<file path="config.mk">
export PLATFORM = sky130hd
export DESIGN_NAME = axil_master_seq
export DESIGN_NICKNAME = d
export VERILOG_FILES = /design/src/rtl/axil_pkg.sv /design/src/rtl/axil_timeout_cnt.sv /design/src/rtl/axil_master_seq.sv
export SDC_FILE = /design/constraint.sdc
export NUM_CORES = 1
export LEC_CHECK = 0
export CORE_AREA = 2 2 130 120
export CTS_CLUSTER_DIAMETER = 30
export DETAILED_ROUTE_END_ITERATION = 8
export DIE_AREA = 0 0 132 122
export GPL_TIMING_DRIVEN = 0
export PLACE_DENSITY = 0.66
export SLEW_MARGIN = 20
export SYNTH_ARGS = -nofsm -noshare
export SYNTH_HDL_FRONTEND = slang
export SYNTH_SLANG_ARGS = --single-unit
</file>
<file path="constraint.sdc">
create_clock -name clk -period 1.99 [get_ports clk]
set_input_delay 0.4975 -clock clk [delete_from_list [all_inputs] [get_ports clk]]
set_output_delay 0.4975 -clock clk [all_outputs]
set_load 0.02 [all_outputs]
</file>
<file path="src/rtl/axil_pkg.sv">
// axil_pkg: shared FSM state type and AXI response codes for the AXI4-Lite master sequencer.
package axil_pkg;
  typedef enum logic [1:0] {IDLE, ADDR, RESP, DONE} state_e;
  localparam logic [1:0] RESP_OKAY   = 2'b00;
  localparam logic [1:0] RESP_SLVERR = 2'b10;
  localparam logic [1:0] RESP_DECERR = 2'b11;
endpackage

</file>
<file path="src/rtl/axil_timeout_cnt.sv">
// axil_timeout_cnt: response-wait watchdog; expired is high in the LIMIT-th consecutive enabled cycle.
module axil_timeout_cnt #(
  parameter int LIMIT = 1024
) (
  input  logic clk,
  input  logic rst,
  input  logic en,
  input  logic clr,
  output logic expired
);
  logic [15:0] cnt_q, cnt_d;
  assign expired = en && (cnt_q == 16'(LIMIT - 1));
  always_comb cnt_d = clr ? '0 : (en && !expired) ? cnt_q + 16'd1 : cnt_q;
  always_ff @(posedge clk) cnt_q <= rst ? '0 : cnt_d;
endmodule

</file>
<file path="src/rtl/axil_master_seq.sv">
// axil_master_seq: single-outstanding AXI4-Lite master driven by a cmd/rsp handshake.
// Optional response timeout enabled by defining AXIL_MASTER_TIMEOUT_EN.
module axil_master_seq
  import axil_pkg::*;
#(
  parameter int ADDR_W      = 32,
  parameter int DATA_W      = 32,
  parameter int TIMEOUT_CYC = 1024
) (
  input  logic                clk,
  input  logic                rst,
  input  logic                cmd_valid,
  output logic                cmd_ready,
  input  logic                cmd_write,
  input  logic [ADDR_W-1:0]   cmd_addr,
  input  logic [DATA_W-1:0]   cmd_wdata,
  input  logic [DATA_W/8-1:0] cmd_wstrb,
  output logic                rsp_valid,
  input  logic                rsp_ready,
  output logic [DATA_W-1:0]   rsp_rdata,
  output logic [1:0]          rsp_resp,
  output logic                rsp_write,
  output logic                rsp_timeout,
  output logic [ADDR_W-1:0]   AWADDR,
  output logic [2:0]          AWPROT,
  output logic                AWVALID,
  input  logic                AWREADY,
  output logic [DATA_W-1:0]   WDATA,
  output logic [DATA_W/8-1:0] WSTRB,
  output logic                WVALID,
  input  logic                WREADY,
  input  logic [1:0]          BRESP,
  input  logic                BVALID,
  output logic                BREADY,
  output logic [ADDR_W-1:0]   ARADDR,
  output logic [2:0]          ARPROT,
  output logic                ARVALID,
  input  logic                ARREADY,
  input  logic [DATA_W-1:0]   RDATA,
  input  logic [1:0]          RRESP,
  input  logic                RVALID,
  output logic                RREADY
);
  state_e              state_q;
  logic                write_q, awvalid_q, wvalid_q, arvalid_q, bready_q, rready_q;
  logic                rsp_valid_q, rsp_timeout_q;
  logic [1:0]          rsp_resp_q;
  logic [DATA_W-1:0]   rsp_rdata_q, wdata_q;
  logic [ADDR_W-1:0]   addr_q;
  logic [DATA_W/8-1:0] wstrb_q;
  logic                aw_done, w_done, rsp_hs, expired;
`ifdef AXIL_MASTER_TIMEOUT_EN
  axil_timeout_cnt #(.LIMIT(TIMEOUT_CYC)) u_timeout (
    .clk     (clk),
    .rst     (rst),
    .en      (state_q == RESP),
    .clr     (state_q != RESP),
    .expired (expired)
  );
`else
  assign expired = 1'b0;
`endif
  assign cmd_ready   = (state_q == IDLE) && !rst;
  assign rsp_valid   = rsp_valid_q;
  assign rsp_rdata   = rsp_rdata_q;
  assign rsp_resp    = rsp_resp_q;
  assign rsp_write   = write_q;
  assign rsp_timeout = rsp_timeout_q;
  assign AWADDR      = addr_q;
  assign ARADDR      = addr_q;
  assign AWPROT      = 3'b000;
  assign ARPROT      = 3'b000;
  assign WDATA       = wdata_q;
  assign WSTRB       = wstrb_q;
  assign AWVALID     = awvalid_q;
  assign WVALID      = wvalid_q;
  assign ARVALID     = arvalid_q;
  assign BREADY      = bready_q;
  assign RREADY      = rready_q;
  // A channel counts as complete once accepted earlier or accepted this cycle.
  assign aw_done = !awvalid_q || AWREADY;
  assign w_done  = !wvalid_q || WREADY;
  assign rsp_hs  = write_q ? BVALID : RVALID;
  always_ff @(posedge clk) begin
    if (rst) begin
      state_q       <= IDLE;
      write_q       <= 1'b0;
      addr_q        <= '0;
      wdata_q       <= '0;
      wstrb_q       <= '0;
      awvalid_q     <= 1'b0;
      wvalid_q      <= 1'b0;
      arvalid_q     <= 1'b0;
      bready_q      <= 1'b0;
      rready_q      <= 1'b0;
      rsp_valid_q   <= 1'b0;
      rsp_resp_q    <= RESP_OKAY;
      rsp_rdata_q   <= '0;
      rsp_timeout_q <= 1'b0;
    end else begin
      case (state_q)
        IDLE: if (cmd_valid) begin
          write_q       <= cmd_write;
          addr_q        <= cmd_addr;
          wdata_q       <= cmd_wdata;
          wstrb_q       <= cmd_wstrb;
          awvalid_q     <= cmd_write;
          wvalid_q      <= cmd_write;
          arvalid_q     <= !cmd_write;
          rsp_timeout_q <= 1'b0;
          state_q       <= ADDR;
        end
        ADDR: if (write_q) begin
          if (AWREADY) awvalid_q <= 1'b0;
          if (WREADY) wvalid_q <= 1'b0;
          if (aw_done && w_done) begin
            bready_q <= 1'b1;
            state_q  <= RESP;
          end
        end else if (ARREADY) begin
          arvalid_q <= 1'b0;
          rready_q  <= 1'b1;
          state_q   <= RESP;
        end
        RESP: if (rsp_hs || expired) begin
          bready_q      <= 1'b0;
          rready_q      <= 1'b0;
          rsp_valid_q   <= 1'b1;
          rsp_timeout_q <= !rsp_hs;
          rsp_resp_q    <= !rsp_hs ? RESP_SLVERR : write_q ? BRESP : RRESP;
          rsp_rdata_q   <= (!rsp_hs || write_q) ? '0 : RDATA;
          state_q       <= DONE;
        end
        DONE: if (rsp_ready) begin
          rsp_valid_q <= 1'b0;
          state_q     <= IDLE;
        end
        default: state_q <= IDLE;
      endcase
    end
  end
endmodule

</file>
Word level (Yosys, flattened, before mapping)
Cells that the tools add are included.
{"block": "totals", "wordCells": 87, "regBits": 112, "output_inout_bits": 149, "input_bits": 114}
{"block": "classes", "muxes": 34, "n_reduce_logical": 25, "eq_ne": 14}
{"cell": "32-bit 2-to-1 mux", "n": 1}
{"cell": "4-bit AND reduction", "n": 5}
{"cell": "1-bit 2-to-1 mux", "n": 18}
{"cell": "2-bit != test (second input constant)", "n": 9}
{"cell": "2-bit 2-to-1 mux", "n": 7}
{"cell": "1-bit one-hot mux with 2 select lines", "n": 7}
{"cell": "2-bit one-hot mux with 4 select lines", "n": 1}
{"cell": "2-bit nonzero test", "n": 4}
{"cell": "3-bit != test (second input constant)", "n": 2}
{"cell": "3-bit AND reduction", "n": 2}
{"cell": "1-bit zero test", "n": 5}
{"cell": "5-bit AND reduction", "n": 1}
{"cell": "2-bit equality test (second input constant)", "n": 2}
{"cell": "2-bit AND reduction", "n": 2}
{"cell": "1-bit logical OR", "n": 3}
{"cell": "2-bit by 1-bit equality test with 1-bit output (second input constant)", "n": 1}
{"cell": "1-bit logical AND", "n": 2}
{"cell": "2-bit zero test", "n": 1}

Logic depth before layout (Yosys ltp)
{"block": "depth", "word_depth": 6, "ltp_mapped": 8, "mapped_depth_nobuf": 6}

Worst setup path before layout
Ideal clock, no wire load.
{"block": "synth_timing", "path_kind": "register to register", "from": "reg state_q[0]", "to": "reg state_q[0]", "path_stages_with_launch": 8, "t_required_ps": 1868, "setup_slack_ps": 446, "t_arrival_ps": 1422, "synth_period_minus_slack_ps": 1544, "path_buffers": 1, "cell_sequence": "dfxtp_1 inv_1 ha_1 buf_2 nor2b_1 a21oi_1 nand3_1 o311a_1"}
{"block": "synth_between", "elab_chain_cells": 3, "word_cells_on_any_way": 11, "cone_classes": "eq/ne: 8; mux: 1; reduce/logical: 2"}
{"item": "start: declaration", "line_no": "axil_master_seq.sv:44", "source": "state_e state_q;"}
{"item": "start signal: assignment", "line_no": "axil_master_seq.sv:86", "source": "state_q <= IDLE;"}
{"item": "start signal: assignment", "line_no": "axil_master_seq.sv:111", "source": "state_q <= ADDR;"}
{"item": "start signal: assignment", "line_no": "axil_master_seq.sv:118", "source": "state_q <= RESP;"}
{"item": "2-bit by 1-bit equality test with 1-bit output (tied with other cells)", "line_no": "axil_master_seq.sv:101", "source": "case (state_q)"}
{"item": "3-bit != test (no source line) / 2-bit != test (equally long branches)"}
{"item": "5-bit AND reduction (no source line)"}
Parallel ways exist; a longest one is shown, timed or not.
A chain may end at the register's enable or synchronous reset.

Final worst setup path
{"block": "layout_timing", "from": "reg addr_q[4], in the netlist ARADDR[4]", "to": "out AWADDR[4]"}
{"item": "start: declaration", "line_no": "axil_master_seq.sv:49", "source": "logic [ADDR_W-1:0] addr_q;"}
{"item": "start signal: assignment", "line_no": "axil_master_seq.sv:104", "source": "addr_q <= cmd_addr;"}
{"item": "end: declaration", "line_no": "axil_master_seq.sv:24", "source": "output logic [ADDR_W-1:0] AWADDR,"}
No word-level cell between the ends.

==> qor.csv <==
metric,value,unit
synth-xor-area-share,0,%
crit_chain,buf_4 -> clkdlybuf4s50_1,
clock_path_buffers,2,
rr_worst_depth,6,
cts.reportedPaths.clkPinSlew,0.07,ns
synth-simple-area-share,17.6,%
r2r-start,state_q[0],
cp-start-kind,register,
fmax,0.512,GHz
start_util,29.1,%
hp-start,WDATA[13],
dp_hpwl,10600,um
cpLargestDelayFamily,buffers and inverters,
fillCellCount,1521,
grt_pass1_vias,4013,
dp_slack,-0.184,ns
cp.arrival,1.46,ns
critPathMaxStageDelay,0.58,ns
seq_area,2240,um2
crit_buf_inv,2,
cts_root_buffer,clkbuf_16,
synth_mux_area_share,1.38,%
syn_inst,525,
slew_headroom,62.7,%
route.antenna.remaining_nets,0,
place_inst,987,
ioPinCount,263,
path_class,register to output port,
rows,43,
leakage,2.91,nW
synth_fa_ha_area_share,1.15,%
post-route-min-period,1.95,ns
fp.dieH,122,um
gr-total-overflow,0,
fp.coreArea,14900,um2
cts.sinks,112,
antenna_found_initial,0,
yosys_warnings,0,
synth_top_family_by_area,simple AND/OR/NAND/NOR gates,
critPathMaxFanout,3,
critPathLaunch,ARADDR[4],
grt_pass1_wl,21300,um
end_kind,output port,
wl_per_cell,13.8,um
worst_pin_slew,0.560,ns
dieArea,16100,um2
synth-compound-area-share,17.0,%
yosysTopAreaCell,dfxtp_1,
irDropWorstVdd,0.642,mV
finClkSkew,0.0130,ns
drv_slew,0,
antenna_cells,0,
powerDensity,1050,nW/um2
dr.pass1.iters,4,
cp_slowest_cell,clkdlybuf4s50_1,
yosysUniqueCellTypes,32,
instances_no_fill,1002,
clk_latency,0.36,ns
vias,4350,
final_nets,913,
status,finished clean,
setup-violations-final,0,
min_path_type,register to register,
rsz0062_at_grt,no,
drc,0,
ys_ff_latch,112,
cts_buffers,9,
fin_ws,0.0371,ns
drtIter0Drc,176,
post_cts_buffers,0,
yosysSeqAreaShare,51.7,%
holdBufCountCts,0,
cp.depth,2,
avgSynthCellArea,8.27,um2
cts_tree,yes,
period_share,98.1,%
maxCapViolCount,0,
holdPathStages,2,
synthTopCellsByArea,"dfxtp_1, nand2_1, a21oi_1",
place_congestion,0.755,
die_w,132,um
vias_per_cell,4.34,
layout-drive-gt1-share,9.88,%
portBuffers,255,
synthesis.area,4340,um2
grt_max_degree,19,
multi_input_area,1640,um2
crit_required,1.49,ns
finalHoldViolCount,0,
grt_use_total,16.7,%
yosysTopAreaCellShare,51.7,%
cts_htree_levels,3,
finalWirelength,13900,um
syn2layout_area_growth,72.1,%
## per-stage QoR
| step | hold WS, ns | area, um2 | utilization (%) | setup TNS, ns | power, W |
|---|---|---|---|---|---|
| after floorplan | 0.471 | 4360 | - | 0 | 0.00462 |
| after global placement | 0.441 | 7160 | 48.1 | -3.19 | 0.00603 |
| after detailed placement | 0.447 | 7160 | 48.1 | -5.21 | 0.00607 |
| after CTS | 0.458 | 7460 | 50.0 | 0 | 0.00794 |
| after global routing | 0.472 | 7470 | 50.1 | 0 | 0.00829 |
| final | 0.455 | 7470 | 50.1 | 0 | 0.00782 |
## cell type report
type	instances	share of cell area [%]
timing repair buffer	255	34.3
clock inverter	6	0.871
buffer	74	6.05
tap	202	3.38
clock buffer	10	3.07
sequential	112	30.1
multi-input combinational	336	21.9
inverter	7	0.352
## kinds of logic (layout without fill, tap and decap cells)
kind of cell               count (synthesis)  in the layout
AOI/OAI and AO/OA                        124            124
adders and majority gates                  4              4
other                                      1              6
DFF                                      112            112
and+or+nand+nor                          196            196
buffers and inverters                     82            352
muxes                                      6              6
## synthesized netlist by cell type, drive strengths merged
| master | number |
|---|---|
| o21bai | 1 |
| nand2b | 3 |
| a21o | 1 |
| a211oi | 3 |
| nor2 | 39 |
| o21ai | 4 |
| dfxtp | 112 |
| o211ai | 1 |
| and3 | 1 |
| nand2 | 144 |
| o32a | 1 |
| inv | 7 |
| a32o | 1 |
| clkbuf | 19 |
| o311a | 1 |
| buf | 56 |
| conb | 1 |
| nor2b | 4 |
| a22oi | 32 |
| and2 | 1 |
| a21oi | 76 |
| o21a | 1 |
| nor3 | 2 |
| nand3 | 2 |
| a31oi | 1 |
| mux2i | 6 |
| ha | 4 |
| a31o | 1 |
## cell usage in the layout, fill, tap and decap left out, types with 2 or more instances in the layout
cell type          n
nor3_1             2
nand3_1            2
o21ai_0            3
nand2b_1           3
clkbuf_16          9
mux2i_1            6
clkdlybuf4s50_1  250
dfxtp_1          110
inv_6              2
inv_1              5
nor2_1            38
nand2_1          144
a211oi_1           3
a21oi_1           76
dfxtp_2            2
ha_1               3
a22oi_1           32
buf_2             14
clkinv_2           2
clkbuf_2           2
conb_1             6
inv_2              2
dlymetal6s2s_1     4
nor2b_1            4
clkbuf_1          18
buf_4             42
## sequential cells by signal, summed over array words and instances, names as in the netlist
register / count
WDATA: 32
rsp_timeout: 1
state_q: 2
rsp_resp: 2
BREADY: 1
rsp_write: 1
rsp_rdata: 32
ARADDR: 32
AWVALID: 1
rsp_valid: 1
WSTRB: 4
WVALID: 1
ARVALID: 1
RREADY: 1
## power by group
group | leakage (nW) | switching (W) | internal, W | total (W)
clock network | 0.143 | 0.000854 | 0.000983 | 0.00184
registers | 0.915 | 0.000207 | 0.00258 | 0.00279
logic | 1.85 | 0.00171 | 0.00149 | 0.00320
## worst min-delay path: cells and delay by family (launching register included)
kind	cells	cell delay, ns
flops	1	0.31
simple gates	1	0.05
compound gates	1	0.05
## final timing paths
path | to | slack, ns
max | AWADDR[4] | 0.04
min | WDATA[13] | 0.46
max reg2reg | ARADDR[17] | 0.27
min reg2reg | WDATA[13] | 0.46
## layer usage
layer | routed length, um | vias to the layer above | share of wire, % | track usage (%)
met1 | 5770 | 1927 | 42 | 19.0
met5 | 0 | - | 0 | 0
met2 | 6550 | 172 | 47 | 28.1
met3 | 1360 | 16 | 9.8 | 7.32
li1 | - | 2235 | - | -
met4 | 190 | 0 | 1.4 | 5.77
## what timing repair did
| action | in CTS | in global routing |
|---|---|---|
| cloned | 0 | 0 |
| resized for setup | 6 | 10 |
| endpoints found under the setup margin | 2 | 14 |
Note: power is estimated with default switching activity, not from simulation.
==> variant, RTL diff (same settings) <==
The 4 states of `state_e` get a one-hot encoding in 4 bits.
--- a/src/rtl/axil_pkg.sv
+++ b/src/rtl/axil_pkg.sv
@@ -1,5 +1,5 @@
 // axil_pkg: shared FSM state type and AXI response codes for the AXI4-Lite master sequencer.
 package axil_pkg;
-  typedef enum logic [1:0] {IDLE, ADDR, RESP, DONE} state_e;
+  typedef enum logic [3:0] {IDLE = 4'b0001, ADDR = 4'b0010, RESP = 4'b0100, DONE = 4'b1000} state_e;
   localparam logic [1:0] RESP_OKAY   = 2'b00;
   localparam logic [1:0] RESP_SLVERR = 2'b10;
Behaviour: no difference found for any inputs over 4 cycles, from zero or initial values and one cycle with rst high; so few cycles prove little.
==> variant against the original RTL <==
- the flow now finishes with violations (negative setup slack)
- worst setup slack lost 0.085 ns
- non-clock buffer count grew 29
- sequential cell count grew 2
- clock skew shrank 0.0087 ns
- area after synthesis grew 9.0%
- via count grew 22%
- first-iteration DRC count grew 41%
- design area grew 10%
- wire length grew 27%
- critical endpoint is now cmd_ready
- largest cell class unchanged
- highest routed layer is now met5
Power is not compared: it rests on default switching activity, and its combinational part moved more than twofold at a synthesized area within 25%.
==> variant: results (changes against the original RTL) <==
- Setup ws final: -0.04788 ns (-0.08499 ns)
- Root Buffer: clkbuf_16
- Clk_lat worst skew: 0.41 ns (+0.05 ns)
- DRT iter0 DRCs: 248 (+41%)
- Fraction of final layout cells sized beyond drive strength 1: 0.1102 (+0.01147)
- Vias in the first global route: 5,147 (+28%)
- Placement Cell Area: 7546 um2 (+5.3%)
- Crit path max-delay family: simple AND/OR/NAND/NOR gates
- Largest cells by area after synthesis: dfxtp_1 (48%), a21oi_1 (11%), o21ai_0 (11%)
- Initial antenna violation count: 1 (+1)
- TritonCTS buffer count: 17 (+8)
- CP Max Fanout: 2 (-1)
- Nets@finish: 974 (+6.7%)
- Gp weighted congestion: 0.8154 (+7.9%)
- Drt via density: 4.939 (+14%)
- Slew HR: 0.5464 (-0.08040)
- DP Cell Count: 1,040 (+5.4%)
- Detailed Place HPWL: 12,740 um (+20%)
- Post-CTS Setup Bufs: 6 (+6)
- Post-Synth XOR/XNOR Area: 0.001852 (+0.001852)
- H-tree depth: 4 (+1)
- Non-Filler Instances: 1,073 (+7.1%)
- Global Route Usage Sum: 0.2152 (+0.04831)
- Synth Area in Compound Gates: 0.2447 (+0.07463)
- Run status: finished, violations left
- Violated checks: negative setup slack
- Mapped Cells: 579 (+10%)
- Register area share after synthesis: 0.4825 (-0.03404)
- Post-Synth Adder-Cell Area: 0 (-0.01153)
- Max stage delay cell, worst path: or4b_4
- Mux cell area share after synthesis: 0.006349 (-0.007488)
- WL per Instance: 16.45 um (+19%)
- Final Skew: 0.004226 ns (-0.008750 ns)
- Yosys cell types: 35 (+9.4%)
- I/O Buffers: 254 (-0.39%)
- Leakage: 3.303 nW
- Most common library cells after synthesis: dfxtp_1 (114), a21oi_1 (108), o21ai_0 (106), nand3_1 (101), clkbuf_1 (52)
- Final setup fails: 1 (+1)
- Syn. warnings: 0 (unchanged)
- FILL cells: 1,467 (-3.6%)
## variant: per-layer routing
metal	global-route usage	wire length (um)	vias to the layer above
met5	0	13	-
met1	0.2506	7276	2473
met3	0.08822	1715	20
met2	0.3652	8468	227
met4	0.06318	180	2
li1	-	-	2578
## variant: power groups by stage
| stage | Combinational, W | Clock, W | Sequential, W |
|---|---|---|---|
| floorplan | 0.000592 | 0 | 0.00266 |
| global placement | 0.00146 | 0 | 0.00253 |
| detailed placement | 0.00147 | 0 | 0.00253 |
| CTS | 0.00148 | 0.00306 | 0.00249 |
| global route | 0.00158 | 0.00317 | 0.00250 |
| finish | 0.00147 | 0.00301 | 0.00249 |
## variant: per-stage QoR
stage | hold slack (ns) | worst slack (ns) | total power (W) | setup TNS, ns
after global routing | 0.4570 | -0.09710 | 0.007257 | -0.1028
final | 0.4288 | -0.04788 | 0.006975 | -0.04788
after global placement | 0.4198 | -0.7810 | 0.003993 | -20.35
after floorplan | 0.5060 | 0.01466 | 0.003254 | 0
after detailed placement | 0.4205 | -0.7950 | 0.004003 | -20.61
after CTS | 0.4289 | -0.09956 | 0.007023 | -0.09956
## variant: worst register-to-register path, stage by stage (launching register included)
cell	delay [ns]
dfxtp_2	0.32
buf_6	0.09
buf_4	0.15
nor4b_1	0.23
buf_2	0.32
buf_2	0.30
nand3_1	0.19
o22ai_1	0.21
## variant: layout make-up
| cell class | count | area (um2) | share of cell area |
|---|---|---|---|
| tap | 202 | 252.7 | 0.03063 |
| multi-input combinational | 364 | 1924 | 0.2332 |
| sequential | 114 | 2295 | 0.2781 |
| buffer | 96 | 530.5 | 0.06430 |
| inverter | 5 | 22.52 | 0.002730 |
| clock buffer | 25 | 505.5 | 0.06127 |
| clock inverter | 5 | 75.07 | 0.009099 |
| timing repair buffer | 262 | 2645 | 0.3206 |
## variant: cell families (layout without fill, tap and decap cells)
logic type             count (synthesis)  after routing
AO/OA/AOI/OAI                        225            225
XOR/XNOR                               1              1
buffers and inverters                106            393
flip-flops                           114            114
multiplexers                           3              3
other                                  1              6
AND/OR/NAND/NOR                      129            129
## variant: path summary, 6_finish.rpt
| path | from | endpoint | slack (ns) | depth (start not counted) |
|---|---|---|---|---|
| worst min register to register | rsp_timeout$_SDFFE_PP0P_ | rsp_timeout$_SDFFE_PP0P_ | 0.43 | 2 |
| worst max register to register | state_q[0]$_SDFFE_PP1P_ | AWVALID$_SDFFE_PP0P_ | 0.10 | 7 |
| worst max-delay path | state_q[2]$_SDFFE_PP0P_ | cmd_ready | -0.05 | 3 |
| worst min-delay path | rsp_timeout$_SDFFE_PP0P_ | rsp_timeout$_SDFFE_PP0P_ | 0.43 | 2 |
